$ cat config.mk
export PLATFORM = sky130hd
export DESIGN_NAME = a0_trace_fifo
export DESIGN_NICKNAME = d
export VERILOG_FILES = /design/src/rtl/a0_trace_pkg.sv /design/src/rtl/a0_trace_fifo_fifo.sv /design/src/rtl/a0_trace_fifo.sv
export SDC_FILE = /design/constraint.sdc
export NUM_CORES = 1
export LEC_CHECK = 0
export BUFFER_PORTS_ARGS = -buffer_cell sky130_fd_sc_hd__buf_4
export CORE_ASPECT_RATIO = 0.7
export CORE_MARGIN = 4
export CORE_UTILIZATION = 45
export CTS_CLUSTER_DIAMETER = 80
export DETAILED_ROUTE_END_ITERATION = 7
export PLACE_DENSITY_LB_ADDON = 0.05
export SLEW_MARGIN = 20
export SYNTH_ARGS = -nofsm -noshare
export SYNTH_HDL_FRONTEND = slang
export SYNTH_SLANG_ARGS = --single-unit
$ cat constraint.sdc
create_clock -name clk -period 6.2 [get_ports clk]
set_input_delay 0.31 -clock clk [delete_from_list [all_inputs] [get_ports clk]]
set_output_delay 0.31 -clock clk [all_outputs]
set_load 0.02 [all_outputs]
$ cat src/rtl/a0_trace_pkg.sv
// Shared types and constants for the a0 trace capture buffer.
// No logic; widths here are defaults that the top can override.
// No flow control of its own.
package a0_trace_pkg;

    localparam int STAMP_W_DEF = 16;
    localparam logic [7:0] DROP_MAX = 8'd255;

    typedef struct packed {
        logic [31:0]            value;
        logic [STAMP_W_DEF-1:0] stamp;
    } trace_rec_t;

endpackage

$ cat src/rtl/a0_trace_fifo_fifo.sv
// Generic synchronous FIFO of records with count-derived full/empty.
// Latency: a pushed entry is visible at the head one cycle after the push edge.
// Backpressure: push is accepted when not full, or when full and popping on the same edge.
module trace_fifo
    import a0_trace_pkg::*;
#(
    parameter int DEPTH = 16,
    parameter type rec_t = trace_rec_t,
    localparam int AW = $clog2(DEPTH),
    localparam int CW = AW + 1
) (
    input  logic          clk,
    input  logic          rst,
    input  logic          push,
    input  rec_t          push_dat,
    output logic          full,
    input  logic          pop,
    output rec_t          pop_dat,
    output logic          empty,
    output logic [CW-1:0] count
);

    logic [AW-1:0] wr_ptr;
    logic [AW-1:0] rd_ptr;
    logic [CW-1:0] cnt;
    rec_t          mem [DEPTH];
    rec_t          last_q;
    logic          do_push;
    logic          do_pop;

    assign empty   = (cnt == '0);
    assign full    = (cnt == CW'(DEPTH));
    assign do_pop  = pop && !empty;
    assign do_push = push && (!full || do_pop);

    always_ff @(posedge clk or negedge rst) begin
        if (!rst) begin
            wr_ptr <= '0;
            rd_ptr <= '0;
            cnt    <= '0;
            last_q <= '0;
        end else begin
            if (do_push) wr_ptr <= wr_ptr + AW'(1);
            if (do_pop) begin
                rd_ptr <= rd_ptr + AW'(1);
                last_q <= mem[rd_ptr];
            end
            case ({do_push, do_pop})
                2'b10:   cnt <= cnt + CW'(1);
                2'b01:   cnt <= cnt - CW'(1);
                default: cnt <= cnt;
            endcase
        end
    end

    // Storage needs no reset: it is only read through the head mux while non-empty.
    always_ff @(posedge clk) begin
        if (do_push) mem[wr_ptr] <= push_dat;
    end

    assign pop_dat = empty ? last_q : mem[rd_ptr];
    assign count   = cnt;

endmodule

$ cat src/rtl/a0_trace_fifo.sv
// Records every change of the core's a0 register into a drainable FIFO; stamps need A0_TRACE_STAMP_EN.
// Latency: a change sampled at edge k is at the head after edge k when the FIFO was empty.
// Backpressure: never stalls the core; records arriving while full without a pop are dropped and counted.
module a0_trace_fifo
    import a0_trace_pkg::*;
#(
    parameter int DEPTH = 16,
    parameter int STAMP_W = STAMP_W_DEF,
    localparam int CW = $clog2(DEPTH) + 1
) (
    input  logic               clk,
    input  logic               rst,
    input  logic               trace_en,
    input  logic [31:0]        a0,
    output logic               out_valid,
    input  logic               out_ready,
    output logic [31:0]        out_value,
    output logic [STAMP_W-1:0] out_stamp,
    output logic [CW-1:0]      count,
    output logic               overflow,
    output logic [7:0]         drop_cnt
);

`ifdef A0_TRACE_STAMP_EN
    typedef struct packed {
        logic [31:0]        value;
        logic [STAMP_W-1:0] stamp;
    } rec_t;
    logic [STAMP_W-1:0] stamp_q;
`else
    typedef struct packed {
        logic [31:0] value;
    } rec_t;
`endif

    logic [31:0] prev_a0;
    logic        push;
    logic        pop;
    logic        full;
    logic        empty;
    logic        ovf_q;
    logic [7:0]  drop_q;
    rec_t        push_rec;
    rec_t        head_rec;

    assign push      = trace_en && (a0 != prev_a0);
    assign pop       = out_valid && out_ready;
    assign out_valid = !empty;

    always_comb begin
        push_rec       = '0;
        push_rec.value = a0;
`ifdef A0_TRACE_STAMP_EN
        push_rec.stamp = stamp_q;
`endif
    end

    // prev_a0 tracks a0 even while disabled, so changes made then are never replayed.
    always_ff @(posedge clk or negedge rst) begin
        if (!rst) begin
            prev_a0 <= '0;
            ovf_q   <= 1'b0;
            drop_q  <= '0;
        end else begin
            prev_a0 <= a0;
            if (push && full && !pop) begin
                ovf_q <= 1'b1;
                if (drop_q != DROP_MAX) drop_q <= drop_q + 8'd1;
            end
        end
    end

`ifdef A0_TRACE_STAMP_EN
    always_ff @(posedge clk or negedge rst) begin
        if (!rst) stamp_q <= '0;
        else      stamp_q <= stamp_q + STAMP_W'(1);
    end
    assign out_stamp = head_rec.stamp;
`else
    assign out_stamp = '0;
`endif

    trace_fifo #(
        .DEPTH (DEPTH),
        .rec_t (rec_t)
    ) u_fifo (
        .clk      (clk),
        .rst      (rst),
        .push     (push),
        .push_dat (push_rec),
        .full     (full),
        .pop      (pop),
        .pop_dat  (head_rec),
        .empty    (empty),
        .count    (count)
    );

    assign out_value = head_rec.value;
    assign overflow  = ovf_q;
    assign drop_cnt  = drop_q;

endmodule
* After elaboration in Yosys (flattened, before gate mapping) *
Memories as Yosys holds them, arrays and structs flattened.
Index checks and enable logic that the tools add are counted.
Widths: inputs -> output; s select.

cells by class
  mux-type cells = 4
  add/sub/neg operators = 5
  reduce and logical (&&, ||, !) cells = 13
  equal/unequal tests = 5

operator list
  kind                 number
  $mux 32              1
  $ne 32x32->1         1
  $pmux 5 s2           1
  $add 4x1->4 const B  2
  $add 8x1->8 const B  1
  $ne 8x8->1 const B   1
  $logic_and 1x1->1    6
  $add 5x1->5 const B  1
  $eq 5x5->1 const B   1
  $logic_not 5->1      1
  $sub 5x1->5 const B  1
  $logic_not 1->1      3
  $eq 2x1->1 const B   1
  $eq 2x2->1 const B   1
  $mux 1               2
  $reduce_and 2->1     1
  $reduce_bool 2->1    1
  $logic_or 1x1->1     1

storage, ports and cells
  output and inout bits = 63
  input port bits = 36
  memories kept = 1
  memory bits (writable) = 512
  logic and storage cells = 35
  register bits after elaboration = 86

memory list
  name        depth  width  read ports  clocked after memory_dff  wr ports  line                      text
  u_fifo.mem  16     32     1           0                         1         a0_trace_fifo_fifo.sv:26  rec_t mem [DEPTH];

* Longest topological paths before layout *
Gate-level depths: netlist (run 1).

  depth in word-level cells = 8
  depth in mapped cells = 14
  mapped depth without buffers = 13

* Cells and area by module *
From an unflattened synthesis (run 1), not the netlist that was laid out.

second synthesis, totals
  cells, all modules = 1228
  area, all modules = 23580.1 um2

by module, submodules not included
  module         times used  area an instance (um2)  sequential area each (um2)  cells an instance
  trace_fifo     1           21839.7                 16500.8                     1095
  a0_trace_fifo  1           1740.4                  1026.0                      133

* Worst setup path after synthesis (run 1) *
Ideal clock, no wire load.

  kind = register -> register
  from = reg u_fifo.cnt[1], in the netlist u_fifo.count[1]
  to = mem u_fifo.mem[1][0] (netlist bit), enable pin
  cell stages (with the launch flop) = 7
  data arrival time = 4.664 ns
  slack = 1.023 ns
  data required time = 5.687 ns
  buffers on the path = 1
  clock period less this slack = 5.177 ns
  cells stage by stage = dfrtp_1 or4_4 nor3b_4 nor2b_1 a21bo_2 buf_6 nor4b_1

on the way
  longest elaborated chain between the ends = 8
  elaborated cells on any way between the ends = 10

ends and longest elaborated chain
  element                         line                                           text
  start, declared                 a0_trace_fifo_fifo.sv:25                       logic [CW-1:0] cnt;
  start signal, assigned          a0_trace_fifo_fifo.sv:49                       2'b10: cnt <= cnt + CW'(1);
  start signal, assigned          a0_trace_fifo_fifo.sv:50                       2'b01: cnt <= cnt - CW'(1);
  start signal, assigned          a0_trace_fifo_fifo.sv:51                       default: cnt <= cnt;
  $logic_not 5->1                 a0_trace_fifo_fifo.sv:31                       assign empty = (cnt == '0);
  $logic_not 1->1                 a0_trace_fifo_fifo.sv:33, a0_trace_fifo.sv:48
  $logic_and 1x1->1               a0_trace_fifo.sv:47                            assign pop = out_valid && out_ready;
  $logic_and 1x1->1               a0_trace_fifo_fifo.sv:33                       assign do_pop = pop && !empty;
  $logic_or 1x1->1 *              a0_trace_fifo_fifo.sv:34                       assign do_push = push && (!full || do_pop);
  $logic_and 1x1->1 *             a0_trace_fifo_fifo.sv:34
  $mux 1 *                        a0_trace_fifo_fifo.sv:58                       if (do_push) mem[wr_ptr] <= push_dat;
  $mux 1 (implied by the code) *  a0_trace_fifo_fifo.sv:58
  end, declared                   a0_trace_fifo_fifo.sv:26

Every way passes the cells marked *; elsewhere a longest branch is shown, timed or not.

* Final worst setup path (run 1) *
  from = reg u_fifo.cnt[0], in the netlist u_fifo.count[0]
  to = reg u_fifo.cnt[4], in the netlist u_fifo.count[4]

on the way
  longest elaborated chain between the ends = 8
  elaborated cells on any way between the ends = 14

ends and longest elaborated chain
  element                                                 line                                           text
  $logic_not 5->1 *                                       a0_trace_fifo_fifo.sv:31
  $logic_not 1->1 *                                       a0_trace_fifo_fifo.sv:33, a0_trace_fifo.sv:48
  $logic_and 1x1->1                                       a0_trace_fifo.sv:47
  $logic_and 1x1->1 *                                     a0_trace_fifo_fifo.sv:33
  net u_fifo.do_pop                                       a0_trace_fifo_fifo.sv:29                       logic do_pop;
  $logic_or 1x1->1                                        a0_trace_fifo_fifo.sv:34
  $logic_and 1x1->1                                       a0_trace_fifo_fifo.sv:34
  $eq 2x1->1 / $eq 2x2->1 (equally long branches)         a0_trace_fifo_fifo.sv:48                       case ({do_push, do_pop})
  $pmux 5 s2 / $reduce_bool 2->1 (equally long branches)  -

Mark *: on every way through the listed nets, which the timed path passes. The rest lies on a longest branch.
A chain may end at the register's enable or synchronous reset.

==> results of run 1 <==
kinds of logic (layout without fill, tap and decap cells):
| group | count (synthesis) | after routing |
|---|---|---|
| AO/OA/AOI/OAI | 137 | 137 |
| XOR/XNOR | 50 | 50 |
| multiplexers | 133 | 133 |
| buffers and inverters | 84 | 257 |
| other | 1 | 16 |
| adder cells (fa/ha/maj) | 9 | 9 |
| flip-flops | 598 | 598 |
| AND/OR/NAND/NOR | 141 | 141 |
layout make-up:
| type | count | area (µm²) |
|---|---|---|
| fillers | 4030 | 23920 |
| clock buffers | 79 | 1590 |
| repair buffers | 146 | 1216 |
| flip-flops and latches | 598 | 17530 |
| clock inverters | 27 | 351.6 |
| well taps | 674 | 843.3 |
| inverters | 5 | 18.77 |
| multi-input cells | 486 | 5376 |
cell usage in the layout, fill, tap and decap left out, types with 8 or more instances in the layout:
cell	Yosys	final
sky130_fd_sc_hd__edfxtp_1	512	512
sky130_fd_sc_hd__mux4_2	128	128
sky130_fd_sc_hd__buf_4	18	110
sky130_fd_sc_hd__dfrtp_1	86	84
sky130_fd_sc_hd__nand2_1	75	74
sky130_fd_sc_hd__o21ai_0	67	67
sky130_fd_sc_hd__clkbuf_16	0	58
sky130_fd_sc_hd__xnor2_1	42	42
sky130_fd_sc_hd__dlygate4sd3_1	0	33
sky130_fd_sc_hd__a22o_1	32	32
sky130_fd_sc_hd__a221oi_1	19	19
sky130_fd_sc_hd__conb_1	1	16
sky130_fd_sc_hd__nand4_1	15	15
sky130_fd_sc_hd__clkbuf_1	33	15
sky130_fd_sc_hd__a221oi_2	13	13
sky130_fd_sc_hd__clkinv_2	0	13
sky130_fd_sc_hd__nand3_1	9	9
sky130_fd_sc_hd__ha_1	9	9
sky130_fd_sc_hd__xor2_1	8	8
sky130_fd_sc_hd__bufinv_16	0	8
power by group through the flow:
stage                     sequential (mW)  combinational (mW)  clock [mW]
after global placement               5.35                3.71           0
after detailed placement             5.36                3.72           0
after global routing                 5.33                3.95        3.87
after floorplan                      5.14                2.58           0
after CTS                            5.28                3.74        3.69
final                                5.27                3.66        3.60
layer usage:
layer	part of all wire [%]	wire length, µm	vias up	track usage [%]
li1	-	-	4949	-
met3	4.7	2528	63	2.593
met2	46	24650	275	30.21
met5	0	0	-	0
met4	1.4	727	0	3.565
met1	48	25330	6014	30.24
critical path, stage by stage, from the launching register on:
cell and delay (ns):
sky130_fd_sc_hd__dfrtp_1 0.45, sky130_fd_sc_hd__or4_4 0.60, sky130_fd_sc_hd__nor2_4 0.09, sky130_fd_sc_hd__buf_4 0.55, sky130_fd_sc_hd__inv_1 0.16, sky130_fd_sc_hd__nand2_2 0.10, sky130_fd_sc_hd__buf_4 0.54, sky130_fd_sc_hd__inv_1 0.25
sky130_fd_sc_hd__ha_1 0.33, sky130_fd_sc_hd__xor2_1 0.16, sky130_fd_sc_hd__ha_1 0.22, sky130_fd_sc_hd__nand3_1 0.09, sky130_fd_sc_hd__o21ai_0 0.08, sky130_fd_sc_hd__a222oi_1 0.22, sky130_fd_sc_hd__nor2_1 0.08, sky130_fd_sc_hd__xor2_1 0.14
what timing repair did:
| action | in CTS | in global routing |
|---|---|---|
| hold buffers | 33 | 0 |
| setup buffers | 0 | 0 |
| endpoints found under the hold margin | 54 | 0 |
worst max-delay path by stage:
stage,from,cells past startpoint,to,slack (ns)
after global routing,u_fifo.count[0],15,u_fifo.count[4],1.60
after floorplan,u_fifo.count[1],6,u_fifo.mem[1][0],1.02
final,u_fifo.count[0],15,u_fifo.count[4],1.98
after CTS,u_fifo.count[1],15,u_fifo.count[4],1.93
after detailed placement,u_fifo.count[1],15,u_fifo.count[4],1.95
after global placement,u_fifo.count[0],15,u_fifo.count[4],1.96
metrics by stage:
stage          hold slack (ns)  cells  setup slack [ns]  utilization, %
2_1_floorplan          0.01441   1168             1.023               -
3_3_place_gp            0.2628   1876             1.956           48.49
3_5_place_dp            0.2679   1876             1.948           48.49
4_1_cts                0.01995   2015             1.933           52.96
5_1_grt                0.04390   2015             1.597           52.96
6_report               0.05214   2015             1.983           52.96
state kept, by name, summed over array words and instances, names as in the netlist:
register / cells
u_fifo.rd_ptr: 4
prev_a0: 32
u_fifo.count: 5
drop_cnt: 8
u_fifo.wr_ptr: 4
u_fifo.mem: 512
overflow: 1
u_fifo.last_q: 32
==> run_summary.xml, run 1 <==
<?xml version="1.0" encoding="UTF-8"?>
<metrics>
  <group name="outcome">
    <metric name="run_status" unit="">complete, no violations</metric>
  </group>
  <group name="min_path">
    <metric name="min-delay-start" unit="">trace_en</metric>
    <metric name="holdCritPathClass" unit="">primary input to flip-flop</metric>
    <metric name="worst_hold_path.num_cells" unit="">2</metric>
    <metric name="min_delay_worst_endpoint" unit="">overflow</metric>
  </group>
  <group name="global_route">
    <metric name="grt_start_max_net_pins" unit="">67</metric>
    <metric name="grt_usage" unit="%">19.46</metric>
    <metric name="gr-total-overflow" unit="">0</metric>
    <metric name="wire_length_of_the_first_global_routing_pass" unit="µm">79100</metric>
    <metric name="grt_pass1_vias" unit="">11480</metric>
    <metric name="initial_antenna_violation_count" unit="">0</metric>
  </group>
  <group name="routing">
    <metric name="routed_wirelength" unit="µm">53250</metric>
    <metric name="via_per_inst" unit="">5.608</metric>
    <metric name="wl_per_cell" unit="µm">26.42</metric>
    <metric name="ant_nets" unit="">0</metric>
    <metric name="detail_route.first_pass.iterations" unit="">4</metric>
    <metric name="drt-initial-drc-count" unit="">1063</metric>
    <metric name="via_count" unit="">11300</metric>
    <metric name="route.detailed.drc" unit="">0</metric>
  </group>
  <group name="cts">
    <metric name="cts_tree" unit="">yes</metric>
    <metric name="htreeDepth" unit="">2</metric>
    <metric name="clock_tree.buffer_depth" unit="">3</metric>
    <metric name="clk_latency" unit="ns">0.59</metric>
    <metric name="clock_sinks" unit="">598</metric>
    <metric name="cts_root_buf" unit="">sky130_fd_sc_hd__clkbuf_16</metric>
    <metric name="cts-buffers-inserted" unit="">56</metric>
    <metric name="cts_resized" unit="">0</metric>
    <metric name="path_clk_slew" unit="ns">0.06</metric>
  </group>
  <group name="sta">
    <metric name="finalClockSkew" unit="ns">0.01665</metric>
    <metric name="finalSetupViolations" unit="">0</metric>
    <metric name="final.min_clock_period" unit="ns">4.217</metric>
    <metric name="finalHoldViolations" unit="">0</metric>
    <metric name="setup_tns" unit="ns">0</metric>
    <metric name="rsz0062_at_grt" unit="">false</metric>
    <metric name="timing_worst_slew_pin_value" unit="ns">0.9784</metric>
    <metric name="maxSlewViolCount" unit="">0</metric>
    <metric name="max_slew_margin" unit="%">34.77</metric>
    <metric name="max_clock_freq" unit="MHz">237.2</metric>
    <metric name="final.period_utilization" unit="%">68.01</metric>
  </group>
  <group name="layout">
    <metric name="synthToLayoutAreaGrowth" unit="%">16.08</metric>
    <metric name="final_layout_size_suffix_gt1_share" unit="%">28.26</metric>
    <metric name="final_nets" unit="">1338</metric>
    <metric name="insertedDiodeCount" unit="">0</metric>
    <metric name="final_cell_area" unit="mm²">0.02693</metric>
  </group>
  <group name="logic_synthesis">
    <metric name="postSynthAreaPerCell" unit="µm²">20.12</metric>
    <metric name="synth.most_common_cell" unit="">sky130_fd_sc_hd__edfxtp_1</metric>
    <metric name="synth-compound-area-share" unit="%">4.433</metric>
    <metric name="synth_area_leader_cell" unit="">sky130_fd_sc_hd__edfxtp_1</metric>
    <metric name="netlist_top_cells_count" unit="">512 x sky130_fd_sc_hd__edfxtp_1, 128 x sky130_fd_sc_hd__mux4_2, 86 x sky130_fd_sc_hd__dfrtp_1</metric>
    <metric name="synth-seq-cells" unit="">598</metric>
    <metric name="muxShareOfSynthArea" unit="%">12.68</metric>
    <metric name="synth_fa_ha_area_share" unit="%">0.4854</metric>
    <metric name="synth_area_leaders" unit="">sky130_fd_sc_hd__edfxtp_1 66%, sky130_fd_sc_hd__mux4_2 12%, sky130_fd_sc_hd__dfrtp_1 9.3%</metric>
    <metric name="syn-instance-count" unit="">1153</metric>
    <metric name="yosysWarningCount" unit="">0</metric>
    <metric name="synth.distinct_cells" unit="">41</metric>
    <metric name="portion_of_the_post_synthesis_area_used_by_sequential_elements" unit="%">75.55</metric>
    <metric name="dominant_combinational_cell_family_by_area_after_synthesis" unit="">multiplexers</metric>
    <metric name="synth-edff-count" unit="">512</metric>
    <metric name="synth.top_cell.area_share" unit="%">66.27</metric>
    <metric name="synth_top_flop_cell" unit="">sky130_fd_sc_hd__edfxtp_1</metric>
    <metric name="total_standard_cell_area_after_synthesis" unit="mm²">0.02320</metric>
    <metric name="postSynth.asyncResetShare" unit="%">14.38</metric>
    <metric name="yosys.area_share.xor_xnor" unit="%">1.888</metric>
    <metric name="synth_simple_gate_area_share" unit="%">2.928</metric>
  </group>
  <group name="power">
    <metric name="p_clk_share" unit="%">28.7</metric>
    <metric name="total_switching_power" unit="mW">3.877</metric>
    <metric name="power.switching_fraction" unit="%">30.94</metric>
    <metric name="combinationalPowerShare" unit="%">29.2</metric>
    <metric name="power_per_cell_area" unit="mW/mm²">465.2</metric>
    <metric name="power.sequential.fraction" unit="%">42.1</metric>
    <metric name="p_total" unit="mW">12.53</metric>
    <metric name="power.internal" unit="mW">8.652</metric>
    <metric name="ir_worst_vdd" unit="µV">305.4</metric>
    <metric name="cellLeakagePower" unit="nW">8.963</metric>
  </group>
  <group name="job">
    <metric name="drv.max_cap_violation_count" unit="">0</metric>
  </group>
  <group name="worst_setup_path">
    <metric name="reg2reg_setup_slack" unit="ns">1.98</metric>
    <metric name="crit_arrival" unit="ns">4.68</metric>
    <metric name="regToRegStartpoint" unit="">u_fifo.count[0]</metric>
    <metric name="critical_path.startpoint_type" unit="">flip-flop</metric>
    <metric name="path_max_fanout" unit="">66</metric>
    <metric name="critical_path_data_required_time" unit="ns">6.66</metric>
    <metric name="crit-reg2reg-capture" unit="">u_fifo.count[4]</metric>
    <metric name="timing.setup.critical_path_class" unit="">flip-flop to flip-flop</metric>
    <metric name="worst-r2r-cell-count" unit="">15</metric>
    <metric name="worstSetupEndpointType" unit="">flip-flop</metric>
  </group>
  <group name="placed_design">
    <metric name="dpl_cell_area" unit="mm²">0.02466</metric>
    <metric name="place_hpwl" unit="µm">27120</metric>
    <metric name="portBuffers" unit="">82</metric>
    <metric name="gp_congestion" unit="">0.7155</metric>
  </group>
  <group name="floorplan">
    <metric name="floorplan.die_area" unit="mm²">0.05531</metric>
    <metric name="floorplan.die.height" unit="µm">198.0</metric>
    <metric name="starting_density" unit="%">45.62</metric>
    <metric name="num_rows" unit="">69</metric>
    <metric name="num_io_pins" unit="">99</metric>
    <metric name="floorplan.core_area" unit="mm²">0.05085</metric>
    <metric name="die_width" unit="µm">279.4</metric>
  </group>
</metrics>
No activity file was read; power rests on OpenSTA's default activity.
==> run 2, diff against run 1 <==
==> constraint.sdc (replaced) <==
create_clock -name clk -period 4.05 [get_ports clk]
set_input_delay 0.2025 -clock clk [delete_from_list [all_inputs] [get_ports clk]]
set_output_delay 0.2025 -clock clk [all_outputs]
set_load 0.02 [all_outputs]
==> run 2 against run 1 <==
Compared with the run above: design area is 0.22% higher; largest cell class unchanged; die area is the same; routed wire length grew 2.3%; register-to-register slack lost 1.2 ns; clock skew down 0.0012 ns; sequential cell count unchanged; worst setup slack got worse by 1.4 ns; critical endpoint is now out_value[6]; first-iteration DRC count down 10%; non-clock buffer count up 13; utilization up 0.12 points.
==> run_summary.xml, run 2 (synthesized netlist as in run 1, its figures left out) <==
<?xml version="1.0" encoding="UTF-8"?>
<metrics>
  <group name="outcome">
    <metric name="run_status" unit="">complete, no violations</metric>
  </group>
  <group name="worst_setup_path">
    <metric name="path_max_fanout" unit="">18</metric>
    <metric name="cp.buffers_inverters" unit="">2</metric>
    <metric name="regToRegStartpoint" unit="">prev_a0[9]</metric>
    <metric name="timing.setup.critical_path_class" unit="">flip-flop to output port</metric>
    <metric name="reg2reg_setup_slack" unit="ns">0.81</metric>
    <metric name="standard_cell_with_the_maximum_stage_delay_on_the_critical_path" unit="">sky130_fd_sc_hd__dfrtp_4</metric>
    <metric name="crit-reg2reg-capture" unit="">u_fifo.mem[1][5]</metric>
    <metric name="critical_path.max_stage_delay" unit="ns">0.66</metric>
    <metric name="critical_path_data_required_time" unit="ns">3.85</metric>
    <metric name="crit_arrival" unit="ns">3.28</metric>
    <metric name="worstSetupEndpointType" unit="">output port</metric>
    <metric name="critical_path.startpoint_type" unit="">flip-flop</metric>
    <metric name="path_cells" unit="">buf_4, mux4_2, a22o_1, a221oi_1, o21ai_0, buf_4</metric>
    <metric name="worst-r2r-cell-count" unit="">8</metric>
    <metric name="critical-path-top-delay-family" unit="">compound AO/OA/AOI/OAI gates</metric>
    <metric name="critPathMostFrequentCell" unit="">sky130_fd_sc_hd__buf_4</metric>
    <metric name="crit_cells" unit="">6</metric>
  </group>
  <group name="floorplan">
    <metric name="num_io_pins" unit="">99</metric>
    <metric name="die_width" unit="µm">279.4</metric>
    <metric name="num_rows" unit="">69</metric>
    <metric name="floorplan.die.height" unit="µm">198.0</metric>
    <metric name="floorplan.core_area" unit="mm²">0.05085</metric>
    <metric name="starting_density" unit="%">45.62</metric>
    <metric name="floorplan.die_area" unit="mm²">0.05531</metric>
  </group>
  <group name="cts">
    <metric name="cts-buffers-inserted" unit="">57</metric>
    <metric name="cts_tree" unit="">yes</metric>
    <metric name="clock_sinks" unit="">598</metric>
    <metric name="cts_root_buf" unit="">sky130_fd_sc_hd__clkbuf_16</metric>
    <metric name="cts_resized" unit="">0</metric>
    <metric name="postCtsHoldBufs" unit="">34</metric>
    <metric name="path_clk_slew" unit="ns">0.06</metric>
    <metric name="clk_latency" unit="ns">0.60</metric>
    <metric name="cts_setup_buffers" unit="">0</metric>
    <metric name="htreeDepth" unit="">2</metric>
    <metric name="clock_tree.buffer_depth" unit="">3</metric>
  </group>
  <group name="layout">
    <metric name="layout.filler_cells" unit="">3990</metric>
    <metric name="largest_register_ffs" unit="">512</metric>
    <metric name="final-seq-area" unit="mm²">0.01753</metric>
    <metric name="final_cell_area" unit="mm²">0.02699</metric>
    <metric name="insertedDiodeCount" unit="">0</metric>
    <metric name="multi_input_area" unit="mm²">0.005409</metric>
    <metric name="finish.cell_count_without_fillers" unit="">2027</metric>
    <metric name="layout_top_registers" unit="">u_fifo.mem: 512 flops, prev_a0: 32 flops, u_fifo.last_q: 32 flops</metric>
    <metric name="most_flops_register" unit="">u_fifo.mem</metric>
    <metric name="synthToLayoutAreaGrowth" unit="%">16.34</metric>
    <metric name="commonest_non_fill_non_tap_cell_in_the_layout" unit="">sky130_fd_sc_hd__edfxtp_1</metric>
    <metric name="most_frequent_cells_in_the_layout" unit="">512 x sky130_fd_sc_hd__edfxtp_1, 128 x sky130_fd_sc_hd__mux4_2, 118 x sky130_fd_sc_hd__buf_4, 84 x sky130_fd_sc_hd__dfrtp_1, 74 x sky130_fd_sc_hd__nand2_1</metric>
    <metric name="final_nets" unit="">1352</metric>
    <metric name="final_layout_size_suffix_gt1_share" unit="%">28.01</metric>
  </group>
  <group name="sta">
    <metric name="finalHoldViolations" unit="">0</metric>
    <metric name="final.period_utilization" unit="%">86.11</metric>
    <metric name="max_clock_freq" unit="MHz">286.7</metric>
    <metric name="maxSlewViolCount" unit="">0</metric>
    <metric name="rsz0062_at_grt" unit="">false</metric>
    <metric name="finalClockSkew" unit="ns">0.01542</metric>
    <metric name="timing_worst_slew_pin_value" unit="ns">0.8125</metric>
    <metric name="max_slew_margin" unit="%">45.83</metric>
    <metric name="finalSetupViolations" unit="">0</metric>
    <metric name="setup_slack" unit="ns">0.5626</metric>
    <metric name="final.min_clock_period" unit="ns">3.487</metric>
  </group>
  <group name="routing">
    <metric name="detail_route.first_pass.iterations" unit="">5</metric>
    <metric name="route.detailed.drc" unit="">0</metric>
    <metric name="routed_wirelength" unit="µm">54480</metric>
    <metric name="drt-initial-drc-count" unit="">953</metric>
    <metric name="via_per_inst" unit="">5.607</metric>
    <metric name="wl_per_cell" unit="µm">26.88</metric>
    <metric name="via_count" unit="">11370</metric>
    <metric name="ant_nets" unit="">0</metric>
  </group>
  <group name="min_path">
    <metric name="min_delay_worst_endpoint" unit="">drop_cnt[7]</metric>
    <metric name="min-delay-start" unit="">out_ready</metric>
    <metric name="holdCritPathClass" unit="">primary input to flip-flop</metric>
    <metric name="worst_hold_path.num_cells" unit="">4</metric>
  </group>
  <group name="global_route">
    <metric name="wire_length_of_the_first_global_routing_pass" unit="µm">80450</metric>
    <metric name="grt_pass1_vias" unit="">11590</metric>
    <metric name="gr-total-overflow" unit="">0</metric>
    <metric name="grt_start_max_net_pins" unit="">66</metric>
    <metric name="initial_antenna_violation_count" unit="">0</metric>
    <metric name="grt_usage" unit="%">19.97</metric>
  </group>
  <group name="placed_design">
    <metric name="gp_congestion" unit="">0.7472</metric>
    <metric name="place.detailed.instances" unit="">1888</metric>
    <metric name="portBuffers" unit="">82</metric>
    <metric name="dpl_cell_area" unit="mm²">0.02483</metric>
    <metric name="place_hpwl" unit="µm">30910</metric>
    <metric name="preCtsSetupSlack" unit="ns">0.7730</metric>
  </group>
  <group name="power">
    <metric name="p_total" unit="mW">19.09</metric>
    <metric name="ir_worst_vdd" unit="µV">429.0</metric>
    <metric name="power_per_cell_area" unit="mW/mm²">707.3</metric>
    <metric name="cellLeakagePower" unit="nW">8.996</metric>
  </group>
  <group name="job">
    <metric name="drv.max_cap_violation_count" unit="">0</metric>
  </group>
</metrics>
-- run 2: area by class of cell --
| cell class | count | share of cell area (%) |
|---|---|---|
| sequential | 598 | 64.96 |
| multi-input combinational | 486 | 20.04 |
| clock buffer | 74 | 5.600 |
| timing repair buffer | 159 | 5.062 |
| tap | 674 | 3.124 |
| clock inverter | 31 | 1.140 |
| inverter | 5 | 0.06953 |
-- run 2: metal layers --
metal / up-vias / wire (µm) / track usage (%)
li1: 4973 / - / -
met1: 6055 / 26400 / 31.18
met2: 273 / 24940 / 30.67
met3: 65 / 2401 / 2.793
met4: 0 / 743 / 3.808
met5: - / 0 / 0
-- run 2: report_power, final --
| group | internal [mW] | leakage (nW) | switching [mW] |
|---|---|---|---|
| Clock | 3.01 | 0.893 | 2.23 |
| Sequential | 7.47 | 5.67 | 0.472 |
| Combinational | 2.59 | 2.43 | 3.31 |
-- run 2: per-stage QoR --
step / setup TNS [ns] / util, % / hold slack (ns)
2_1_floorplan: -103.14 / - / -0.09309
3_3_place_gp: 0 / 48.83 / 0.1711
3_5_place_dp: 0 / 48.83 / 0.1748
4_1_cts: 0 / 53.08 / 0.01263
5_1_grt: 0 / 53.08 / 0.03717
6_report: 0 / 53.08 / 0.03999
-- run 2: worst max path at each step --
stage / start / end / slack (ns)
finish: u_fifo.rd_ptr[0] / out_value[6] / 0.56
global route: u_fifo.rd_ptr[0] / out_value[6] / 0.30
CTS: u_fifo.rd_ptr[0] / out_value[11] / 0.42
detailed placement: u_fifo.count[2] / u_fifo.mem[1][0] / 0.77
global placement: a0[9] / u_fifo.mem[1][9] / 0.80
floorplan: u_fifo.count[1] / u_fifo.mem[0][0] / -1.07
-- run 2: worst min-delay path: cells and delay by family --
family | cells | cell delay [ns]
multiplexers | 1 | 0.15
buffers and inverters | 1 | 0.11
AND/OR/NAND/NOR | 2 | 0.15
